## src/rtl/conv3x3_window_gen_if.sv

```systemverilog
// Stream/window bundle between the row delay FIFOs, the 3x3 window generator and the MAC array.
interface conv3x3_window_gen_if #(
  parameter int DATA_W = 128,
  parameter int ROW_W  = 12,
  parameter int ROW_H  = 12
);
  localparam int RW = $clog2(ROW_H);
  localparam int CW = $clog2(ROW_W);

  logic                  in_valid;
  logic [DATA_W-1:0]     in_data;
  logic [DATA_W-1:0]     row1_data;
  logic [DATA_W-1:0]     row2_data;
  logic                  out_valid;
  logic [9*DATA_W-1:0]   out_window;
  logic [RW-1:0]         out_row;
  logic [CW-1:0]         out_col;
  logic                  frame_done;
  logic                  stream_err;

  modport master (
    output in_valid, in_data, row1_data, row2_data,
    input  out_valid, out_window, out_row, out_col, frame_done, stream_err
  );

  modport slave (
    input  in_valid, in_data, row1_data, row2_data,
    output out_valid, out_window, out_row, out_col, frame_done, stream_err
  );
endinterface

```

## src/rtl/conv3x3_window_gen.sv

```systemverilog
// Sliding 3x3 window over three vertically aligned row streams; emits one window per
// legal (unpadded) convolution position with row/col tags, frame_done and stream_err pulses.
module conv3x3_window_gen #(
  parameter int DATA_W = 128,
  parameter int ROW_W  = 12,
  parameter int ROW_H  = 12
) (
  input  logic                 clk,
  input  logic                 rst,
  conv3x3_window_gen_if.slave  bus
);
  localparam int RW = $clog2(ROW_H);
  localparam int CW = $clog2(ROW_W);
  localparam logic [RW-1:0] ROW_LAST = RW'(ROW_H - 1);
  localparam logic [CW-1:0] COL_LAST = CW'(ROW_W - 1);
  localparam logic [0:0] IDLE = 1'b0;
  localparam logic [0:0] RUN  = 1'b1;

  logic [0:0]                   state_q, state_d;
  logic [RW-1:0]                row_q, row_d, orow_q, orow_d;
  logic [CW-1:0]                col_q, col_d, ocol_q, ocol_d;
  logic [2:0][2:0][DATA_W-1:0]  win_q, win_d;
  logic                         vld_q, vld_d, done_q, done_d, err_q, err_d;

  always_comb begin
    state_d = state_q;
    row_d   = row_q;
    col_d   = col_q;
    win_d   = win_q;
    orow_d  = orow_q;
    ocol_d  = ocol_q;
    vld_d   = 1'b0;
    done_d  = 1'b0;
    err_d   = 1'b0;
    if (bus.in_valid) begin
      for (int r = 0; r < 3; r++) begin
        win_d[r][0] = win_q[r][1];
        win_d[r][1] = win_q[r][2];
      end
      win_d[0][2] = bus.row2_data;
      win_d[1][2] = bus.row1_data;
      win_d[2][2] = bus.in_data;
      // The window is complete once two rows and two columns of history exist.
      vld_d = (row_q >= RW'(2)) && (col_q >= CW'(2));
      if (vld_d) begin
        orow_d = row_q - RW'(2);
        ocol_d = col_q - CW'(2);
      end
      done_d = vld_d && (row_q == ROW_LAST) && (col_q == COL_LAST);
      if (col_q == COL_LAST) begin
        col_d = '0;
        if (row_q == ROW_LAST) begin
          row_d   = '0;
          state_d = IDLE;
        end else begin
          row_d   = row_q + RW'(1);
          state_d = RUN;
        end
      end else begin
        col_d   = col_q + CW'(1);
        state_d = RUN;
      end
    end else if (state_q == RUN) begin
      // Delay FIFOs have already shifted out of alignment; abandon the frame.
      state_d = IDLE;
      row_d   = '0;
      col_d   = '0;
      err_d   = 1'b1;
    end
  end

  always_ff @(posedge clk or posedge rst) begin
    if (rst) begin
      state_q <= IDLE;
      row_q   <= '0;
      col_q   <= '0;
      win_q   <= '0;
      orow_q  <= '0;
      ocol_q  <= '0;
      vld_q   <= 1'b0;
      done_q  <= 1'b0;
      err_q   <= 1'b0;
    end else begin
      state_q <= state_d;
      row_q   <= row_d;
      col_q   <= col_d;
      win_q   <= win_d;
      orow_q  <= orow_d;
      ocol_q  <= ocol_d;
      vld_q   <= vld_d;
      done_q  <= done_d;
      err_q   <= err_d;
    end
  end

  assign bus.out_valid  = vld_q;
  assign bus.out_window = win_q;
  assign bus.out_row    = orow_q;
  assign bus.out_col    = ocol_q;
  assign bus.frame_done = done_q;
  assign bus.stream_err = err_q;
endmodule

```

## src/flat_wrapper.sv

```systemverilog
// flat-port wrapper written by rule: the top's interface ports become plain ports
module conv3x3_window_gen_flat 
#(
  parameter int DATA_W = 128,
  parameter int ROW_W  = 12,
  parameter int ROW_H  = 12
)
  (clk, rst, bus_in_valid, bus_in_data, bus_row1_data, bus_row2_data, bus_out_valid, bus_out_window, bus_out_row, bus_out_col, bus_frame_done, bus_stream_err);
  conv3x3_window_gen_if #(.DATA_W(DATA_W), .ROW_W(ROW_W), .ROW_H(ROW_H)) bus_i ();
  input  logic clk;
  input  logic rst;
  input wire logic [$bits(bus_i.in_valid)-1:0] bus_in_valid;
  input wire logic [$bits(bus_i.in_data)-1:0] bus_in_data;
  input wire logic [$bits(bus_i.row1_data)-1:0] bus_row1_data;
  input wire logic [$bits(bus_i.row2_data)-1:0] bus_row2_data;
  output wire logic [$bits(bus_i.out_valid)-1:0] bus_out_valid;
  output wire logic [$bits(bus_i.out_window)-1:0] bus_out_window;
  output wire logic [$bits(bus_i.out_row)-1:0] bus_out_row;
  output wire logic [$bits(bus_i.out_col)-1:0] bus_out_col;
  output wire logic [$bits(bus_i.frame_done)-1:0] bus_frame_done;
  output wire logic [$bits(bus_i.stream_err)-1:0] bus_stream_err;
  assign bus_i.in_valid = bus_in_valid;
  assign bus_i.in_data = bus_in_data;
  assign bus_i.row1_data = bus_row1_data;
  assign bus_i.row2_data = bus_row2_data;
  assign bus_out_valid = bus_i.out_valid;
  assign bus_out_window = bus_i.out_window;
  assign bus_out_row = bus_i.out_row;
  assign bus_out_col = bus_i.out_col;
  assign bus_frame_done = bus_i.frame_done;
  assign bus_stream_err = bus_i.stream_err;
  conv3x3_window_gen #(.DATA_W(DATA_W), .ROW_W(ROW_W), .ROW_H(ROW_H)) u_core (.clk(clk), .rst(rst), .bus(bus_i));
endmodule
```

## config.mk

```make
export PLATFORM = sky130hd
export DESIGN_NAME = conv3x3_window_gen_flat
export DESIGN_NICKNAME = d
export VERILOG_FILES = /design/src/rtl/conv3x3_window_gen_if.sv /design/src/rtl/conv3x3_window_gen.sv /design/src/flat_wrapper.sv
export SDC_FILE = /design/constraint.sdc
export NUM_CORES = 2
export LEC_CHECK = 0
export CORE_AREA = 2 2 613 615
export CTS_CLUSTER_DIAMETER = 30
export CTS_CLUSTER_SIZE = 30
export DETAILED_ROUTE_END_ITERATION = 8
export DIE_AREA = 0 0 615 617
export SLEW_MARGIN = 30
export SYNTH_ARGS = -nofsm -noshare
export SYNTH_HDL_FRONTEND = slang
export SYNTH_SLANG_ARGS = --single-unit
```

## constraint.sdc

```tcl
create_clock -name clk -period 65.2 [get_ports clk]
set_input_delay 13.04 -clock clk [delete_from_list [all_inputs] [get_ports clk]]
set_output_delay 13.04 -clock clk [all_outputs]
set_load 0.05 [all_outputs]
```

* After elaboration in Yosys (flattened, before gate mapping)
Cells that the tools add are included.
** Storage, ports and cells
- Register bits after elaboration :: 1172
- Bits of input ports :: 387
- Output and inout bits :: 1163
- Word-level logic and storage cells :: 45
** Cells by class
- Add/sub/neg operators :: 4
- Magnitude comparators :: 2
- Equality and inequality tests :: 3
- Multiplexer cells :: 13
- Reduce and logical (&&, ||, !) cells :: 6
** Operator list (count)
- two-way mux 4 bit :: 6
- adder 4 x 1 -> 4 bit (second input constant) :: 2
- == test 4 bit (second input constant) :: 2
- greater-or-equal comparator 4 x 2 -> 1 bit (second input constant) :: 2
- subtractor 4 x 2 -> 4 bit (second input constant) :: 2
- two-way mux 1 bit :: 7
- AND reduction 2 bit :: 2
- logical AND 1 bit :: 3
- != test 2 x 1 -> 1 bit (second input constant) :: 1
- nonzero test 2 bit :: 1

* Longest topological paths before layout
- Depth after elaboration :: 5
- Gate-level depth with buffers :: 6
- Mapped depth without buffers :: 5

* Least setup slack after synthesis
OpenSTA, ideal clock, no wires.
- Path type :: in2reg
- From :: input port bus_in_valid
- To :: register u_core.win_q (netlist bit u_core.bus.out_window[534])
- Setup time :: 125 ps
- Data arrival time :: 13948 ps
- Required time :: 65075 ps
- Path slack :: 51128 ps
- Stages on the path :: 4
- Buffers on the path :: 3
- Cells stage by stage :: buf_2 > buf_2 > buf_2 > mux2_2
** RTL lines
- from (decl) :: line flat_wrapper.sv:12 : input wire logic [$bits(bus_i.in_valid)-1:0] bus_in_valid;
- to (signal assigned) :: line conv3x3_window_gen.sv:87 : win_q <= win_d;
- to (decl) :: line conv3x3_window_gen.sv:22 : logic [2:0][2:0][DATA_W-1:0] win_q, win_d;
No word-level cell between the ends.

==> summary.md <==
| Metric | Value |
|---|---|
| TritonCTS clock tree | `built` |
| FP Rows | `225` |
| Fill cells | `39.8k` |
| Simple-Gate Fraction of Synth Area | `0.359%` |
| Xor/xnor share of the synthesized area | `0.0604%` |
| Syn nets | `2921` |
| Multi-input combinational cell area | `13500 sq um` |
| Average wire per standard cell | `27.5 um` |
| RSZ-0062 raised after global routing | `false` |
| CTS Buf Count | `299` |
| Cts-stage hold buffer count | `0` |
| Pin count of the biggest net entering global routing | `174` |
| Number of port buffers | `1549` |
| Arr. time, crit path | `17.71 ns` |
| Avg Cell Area, Syn | `17.2 sq um` |
| Post-route ant nets | `0` |
| Sequential cell area | `29300 sq um` |
| Synthesis-stage register bit count | `1172` |
| First-pass GRT wire length | `336 mm` |
| Layout cells sized above 1 | `39.3%` |
| Critical Path RT | `66.09 ns` |
| Setup TNS | `0 ns` |
| Drt first pass iters | `5` |
| Gate Count Post-Synth | `2526` |
| Nets@finish | `4675` |
| Max-slew headroom | `31.6%` |
| Dpl cell area | `64700 sq um` |
| Synth Area in Compound Gates | `0.264%` |
| Startpoint types | `input pin` |
| Top_reg_cell synth | `dfrtp_1` |
| DR vias | `30.7k` |
| CP max FO | `116` |
| Synthesized-area fraction occupied by adder cells | `0.230%` |
| Mux cell area share after synthesis | `30.0%` |
| Final worst path period share | `25.8%` |
| Yosys top cell area share | `67.4%` |
| Worst Tran Pin Value | `1.02 ns` |
| Final hold violation count | `0` |
| Total die area | `379000 sq um` |
| RD Place Congestion | `0.913` |
| Synth cell types | `34` |
| Clk root buf | `clkbuf_16` |
| Leading area contributor after synthesis | `dfrtp_1` |
| Worst skew pair latency | `0.90 ns` |
| Mapped cell area | `43500 sq um` |
| Clock tree buffer depth | `4` |
| Count of final setup violators | `0` |
| GRT Total Usage | `13.3%` |
| Final Max Tran Viols | `0` |
| Syn. warnings | `0` |
| Design area | `75700 sq um` |
| Cell area power density | `45.3 nW/um^2` |
| CP Class | `in -> async` |
| Postcts setup bufs | `0` |
| Leakage | `30.1 nW` |
| Area contributors post-synth | `dfrtp_1, mux2_2, buf_2, ha_1, buf_4` |
| Die Span Y | `617 um` |
| Clock slew at reported path FFs | `0.04 ns` |
| Iter 0 DRT Violations | `1534` |
| Register area share after synthesis | `67.4%` |
| Residual DRC | `0` |
| Synth top cells by count | `dfrtp_1, mux2_2, buf_2` |
| Minimum clock period | `16.81 ns` |
| Max VDD drop | `0.0000247 V` |
| Top-count cell post-synth | `dfrtp_1` |
| Clk sink count | `1172` |
| Ys async rst share | `100%` |
| Initial antenna violation count | `114` |
| Total Wirelength | `263 mm` |
| Max cap viols | `0` |
| Status | `completed` |
| Worst hold path type | `reg -> reg` |
| Post-CTS Resized | `0` |
| Initial core utilization | `11.7%` |
| Main combinational cell family by area after synthesis | `multiplexers` |
| Number of synthesized flops with an enable pin | `0` |
| HPWL after DPL | `217 mm` |
| Num ports | `1550` |
| Die W | `615 um` |
| CTS H-tree depth | `5` |
| Crit end category | `asynchronous set/reset pin` |
| Drt via density | `3.22` |
| Setup Skew | `0.0610 ns` |
| Overflow after GRT | `0` |
| Layout area overhead | `74.0%` |
| Highest Clock Rate | `0.0595 GHz` |
| Number of global-route vias before repair | `32.4k` |
| Core region area | `374000 sq um` |
==> layout make-up <==
class,instances,area share [%]
clock inverters,171,3.42
flip-flops and latches,1172,38.7
inverters,11,0.0644
diodes,27,0.0892
repair buffers,1585,20.7
well taps,4994,8.25
clock buffers,377,11.0
multi-input cells,1211,17.8
==> cell families after synthesis <==
logic type,Yosys count
AO/OA/AOI/OAI,14
XOR/XNOR,3
adder cells (fa/ha/maj),8
buffers and inverters,143
flip-flops,1172
multiplexers,1161
AND/OR/NAND/NOR,25
==> metal layers <==
| layer | up-vias | wire length (um) | track usage [%] | part of all wire [%] |
|---|---|---|---|---|
| met1 | 16129 | 100000 | 15.0 | 38 |
| li1 | 12683 | - | - | - |
| met2 | 1388 | 124000 | 21.8 | 47 |
| met4 | 26 | 11100 | 5.22 | 4.2 |
| met3 | 506 | 27000 | 6.06 | 10 |
| met5 | - | 191 | 0 | 0.073 |
==> worst paths after layout <==
kind	startpoint	to	slack, ns	depth (start not counted)
worst max-delay path	rst	u_core.bus.out_window[365]	48.39	8
worst min-delay path	u_core.bus.out_window[771]	u_core.bus.out_window[771]	0.50	1
worst max register to register	u_core.row_q[0]	u_core.bus.out_col[3]	63.52	5
worst min register to register	u_core.bus.out_window[771]	u_core.bus.out_window[771]	0.50	1
max in group clk	bus_in_valid	u_core.bus.out_window[291]	48.67	7
min in group asynchronous	rst	u_core.bus.out_window[705]	12.71	2
==> power by group <==
part	internal, W	switching, W	total (W)
Sequential	0.000840	0.000117	0.000956
Clock	0.00110	0.000502	0.00160
Combinational	0.000286	0.000588	0.000874
Total	0.00222	0.00121	0.00343
==> flip-flops by register name, indices dropped and copies added, names as in the netlist <==
name,count
u_core.bus.out_row,4
u_core.bus.out_window,1152
u_core.bus.out_col,4
u_core.state_q,1
u_core.bus.frame_done,1
u_core.bus.out_valid,1
u_core.row_q,4
u_core.col_q,4
u_core.bus.stream_err,1
==> through the flow <==
| step | setup WS (ns) | instances | utilization (%) | total power (W) | hold WS (ns) |
|---|---|---|---|---|---|
| 2_1_floorplan | 19.15 | 2526 | - | 0.00143 | 0.526 |
| 5_1_grt | 47.80 | 9535 | 20.3 | 0.00355 | 0.507 |
| 6_report | 48.39 | 9548 | 20.3 | 0.00343 | 0.496 |
| 3_3_place_gp | 46.95 | 8970 | 17.4 | 0.00185 | 0.489 |
| 3_5_place_dp | 46.77 | 8970 | 17.3 | 0.00185 | 0.493 |
| 4_1_cts | 47.73 | 9518 | 20.2 | 0.00348 | 0.495 |
==> critical path, cell delays in order <==
cell and delay [ns]:
clkdlybuf4s50_1 0.52, inv_8 0.53, buf_4 0.65, buf_4 0.60, buf_6 0.61, buf_12 0.34, buf_16 0.47, buf_6 0.62
==> cell usage in the layout (no fill, tap or decap), types with 8 or more instances in the layout <==
master	netlist	layout
buf_2	125	38
mux2_2	1157	1157
inv_6	0	12
clkdlybuf4s50_1	0	1489
clkinv_4	0	14
clkbuf_8	0	46
dfrtp_1	1172	1172
clkinv_2	0	46
clkinvlp_4	0	34
clkbuf_1	0	28
inv_1	11	10
bufinv_16	0	48
clkbuf_16	0	303
ha_1	8	8
clkinv_16	0	10
diode_2	0	27
buf_4	6	42
Note: power is estimated with default switching activity, not from simulation.
==> RTL change (same settings) <==
`DATA_W` is set to 128 in 3 places; all go to 64.
--- a/src/rtl/conv3x3_window_gen_if.sv
+++ b/src/rtl/conv3x3_window_gen_if.sv
@@ -1,6 +1,6 @@
 // Stream/window bundle between the row delay FIFOs, the 3x3 window generator and the MAC array.
 interface conv3x3_window_gen_if #(
-  parameter int DATA_W = 128,
+  parameter int DATA_W = 64,
   parameter int ROW_W  = 12,
   parameter int ROW_H  = 12
 );
--- a/src/rtl/conv3x3_window_gen.sv
+++ b/src/rtl/conv3x3_window_gen.sv
@@ -1,7 +1,7 @@
 // Sliding 3x3 window over three vertically aligned row streams; emits one window per
 // legal (unpadded) convolution position with row/col tags, frame_done and stream_err pulses.
 module conv3x3_window_gen #(
-  parameter int DATA_W = 128,
+  parameter int DATA_W = 64,
   parameter int ROW_W  = 12,
   parameter int ROW_H  = 12
 ) (
--- a/src/flat_wrapper.sv
+++ b/src/flat_wrapper.sv
@@ -1,7 +1,7 @@
 // flat-port wrapper written by rule: the top's interface ports become plain ports
 module conv3x3_window_gen_flat 
 #(
-  parameter int DATA_W = 128,
+  parameter int DATA_W = 64,
   parameter int ROW_W  = 12,
   parameter int ROW_H  = 12
 )
Ports: changed (resized bus_in_data, bus_out_window, bus_row1_data and bus_row2_data); port bits go from 1550 to 782. No check against the original RTL was run, so the function may have changed too.
==> RTL change against the original RTL <==
Sequential power down 51%; worst setup slack better by 0.52 ns; via count down 52%; sequential cell count down 576; maximum frequency up 3.2%; routed wire length down 70%; synthesized cell count down 48%; utilization down 9.0 points; synthesized area down 49%; power down 50%; design area down 45%; critical path type is now input port to register; highest routed layer unchanged.
==> RTL change: results (changes against the original RTL) <==
* FILL cells at 42210 (+6.0%)
* DRT iter0 DRCs at 497 (-68%)
* R2r startpoint: u_core.col_q[0]
* Largest net degree at the start of global routing at 187 (+7.5%)
* First-pass GRT wire length at 112.7 mm (-66%)
* Yosys cell types at 35 (+2.9%)
* Placed cell area at 36140 µm² (-44%)
* Seq/Total Area, Yosys at 66.55% (-0.84 points)
* Share of layout cells above drive strength 1 at 37.76% (-1.5 points)
* Run status: finished clean
* GRT Total Usage at 3.971% (-9.3 points)
* Post-Synth XOR/XNOR Area at 0.1172% (+0.057 points)
* NumNets Final at 2402 (-49%)
* Synth area leaders: dfrtp_1 67%, mux2_2 29%, buf_4 1.7%
* Worst R2R Setup Slack at 63.54 ns (+0.02 ns)
* Final WS setup at 48.91 ns (+0.5224 ns)
* # port buffers at 781 (-50%)
* Mux cell area share after synthesis at 29.39% (-0.65 points)
* CP arrival at 16.93 ns (-0.78 ns)
* Clk Latency, worst-skew pair at 0.80 ns (-0.10 ns)
* Syn Nets at 1513 (-48%)
* H-tree level count at 4 (-1)
* VDD IR-drop max at 0.00004207 V (+70%)
* Post-detail-place hpwl at 57.39 mm (-74%)
* Crit. Startpoint: bus_in_valid
* Post-synthesis compound-gate area fraction at 0.5136% (+0.25 points)
* Place WS at 47.81 ns (+1.037 ns)
* Max-slew headroom at 38.41% (+6.8 points)
* Vias at 14720 (-52%)
* Leakage at 15.45 nW (-49%)
-- RTL change: layer usage --
| layer | up-vias | share of wire, % | GRT usage [%] |
|---|---|---|---|
| li1 | 6521 | - | - |
| met1 | 7484 | 36 | 4.028 |
| met2 | 527 | 52 | 6.821 |
| met3 | 182 | 8.3 | 1.720 |
| met4 | 10 | 4.3 | 2.225 |
| met5 | - | 0.086 | 0 |
-- RTL change: cell families (layout without fill, tap and decap cells) --
group | after synthesis | after routing
XOR/XNOR | 3 | 3
adder cells (fa/ha/maj) | 8 | 8
other | 0 | 12
flip-flops | 596 | 596
AO/OA/AOI/OAI | 14 | 14
buffers and inverters | 79 | 1094
AND/OR/NAND/NOR | 25 | 25
multiplexers | 585 | 585
-- RTL change: metrics by stage --
| step | power, W | instances |
|---|---|---|
| after floorplan | 0.0007316 | 1310 |
| after global placement | 0.0008974 | 7033 |
| after detailed placement | 0.0009023 | 7033 |
| after CTS | 0.001755 | 7318 |
| after global routing | 0.001790 | 7330 |
| final | 0.001723 | 7331 |
-- RTL change: worst min-delay path by stage --
stage	startpoint	slack (ns)	cells after the start	to
final	u_core.bus.out_window[403]	0.50	1	u_core.bus.out_window[403]
after global routing	u_core.bus.out_window[220]	0.51	1	u_core.bus.out_window[220]
after CTS	u_core.bus.out_window[250]	0.50	1	u_core.bus.out_window[250]
after detailed placement	u_core.bus.out_window[250]	0.49	1	u_core.bus.out_window[250]
after global placement	u_core.bus.out_window[207]	0.49	1	u_core.bus.out_window[207]
after floorplan	u_core.state_q	0.53	1	u_core.col_q[2]
-- RTL change: cell type report --
class | instances | share of cell area [%]
Sequential cell | 596 | 35.56
Timing Repair Buffer | 798 | 19.04
Multi-Input combinational cell | 635 | 16.65
Tap cell | 4994 | 14.90
Clock buffer | 207 | 10.68
Clock inverter | 78 | 2.986
Inverter | 11 | 0.1163
Antenna cell | 12 | 0.07159
-- RTL change: report_power, final --
part / leakage [nW] / internal, W / switching [W] / total (W)
registers: 7.01 / 0.000428 / 0.0000428 / 0.000471
clock network: 2.76 / 0.000585 / 0.000247 / 0.000832
logic: 5.68 / 0.000148 / 0.000272 / 0.000421
-- RTL change: critical path, stage by stage --
cell	delay (ns)
buf_8	0.56
buf_4	0.56
buf_4	0.79
buf_12	0.58
buf_6	0.60
mux2_2	0.41
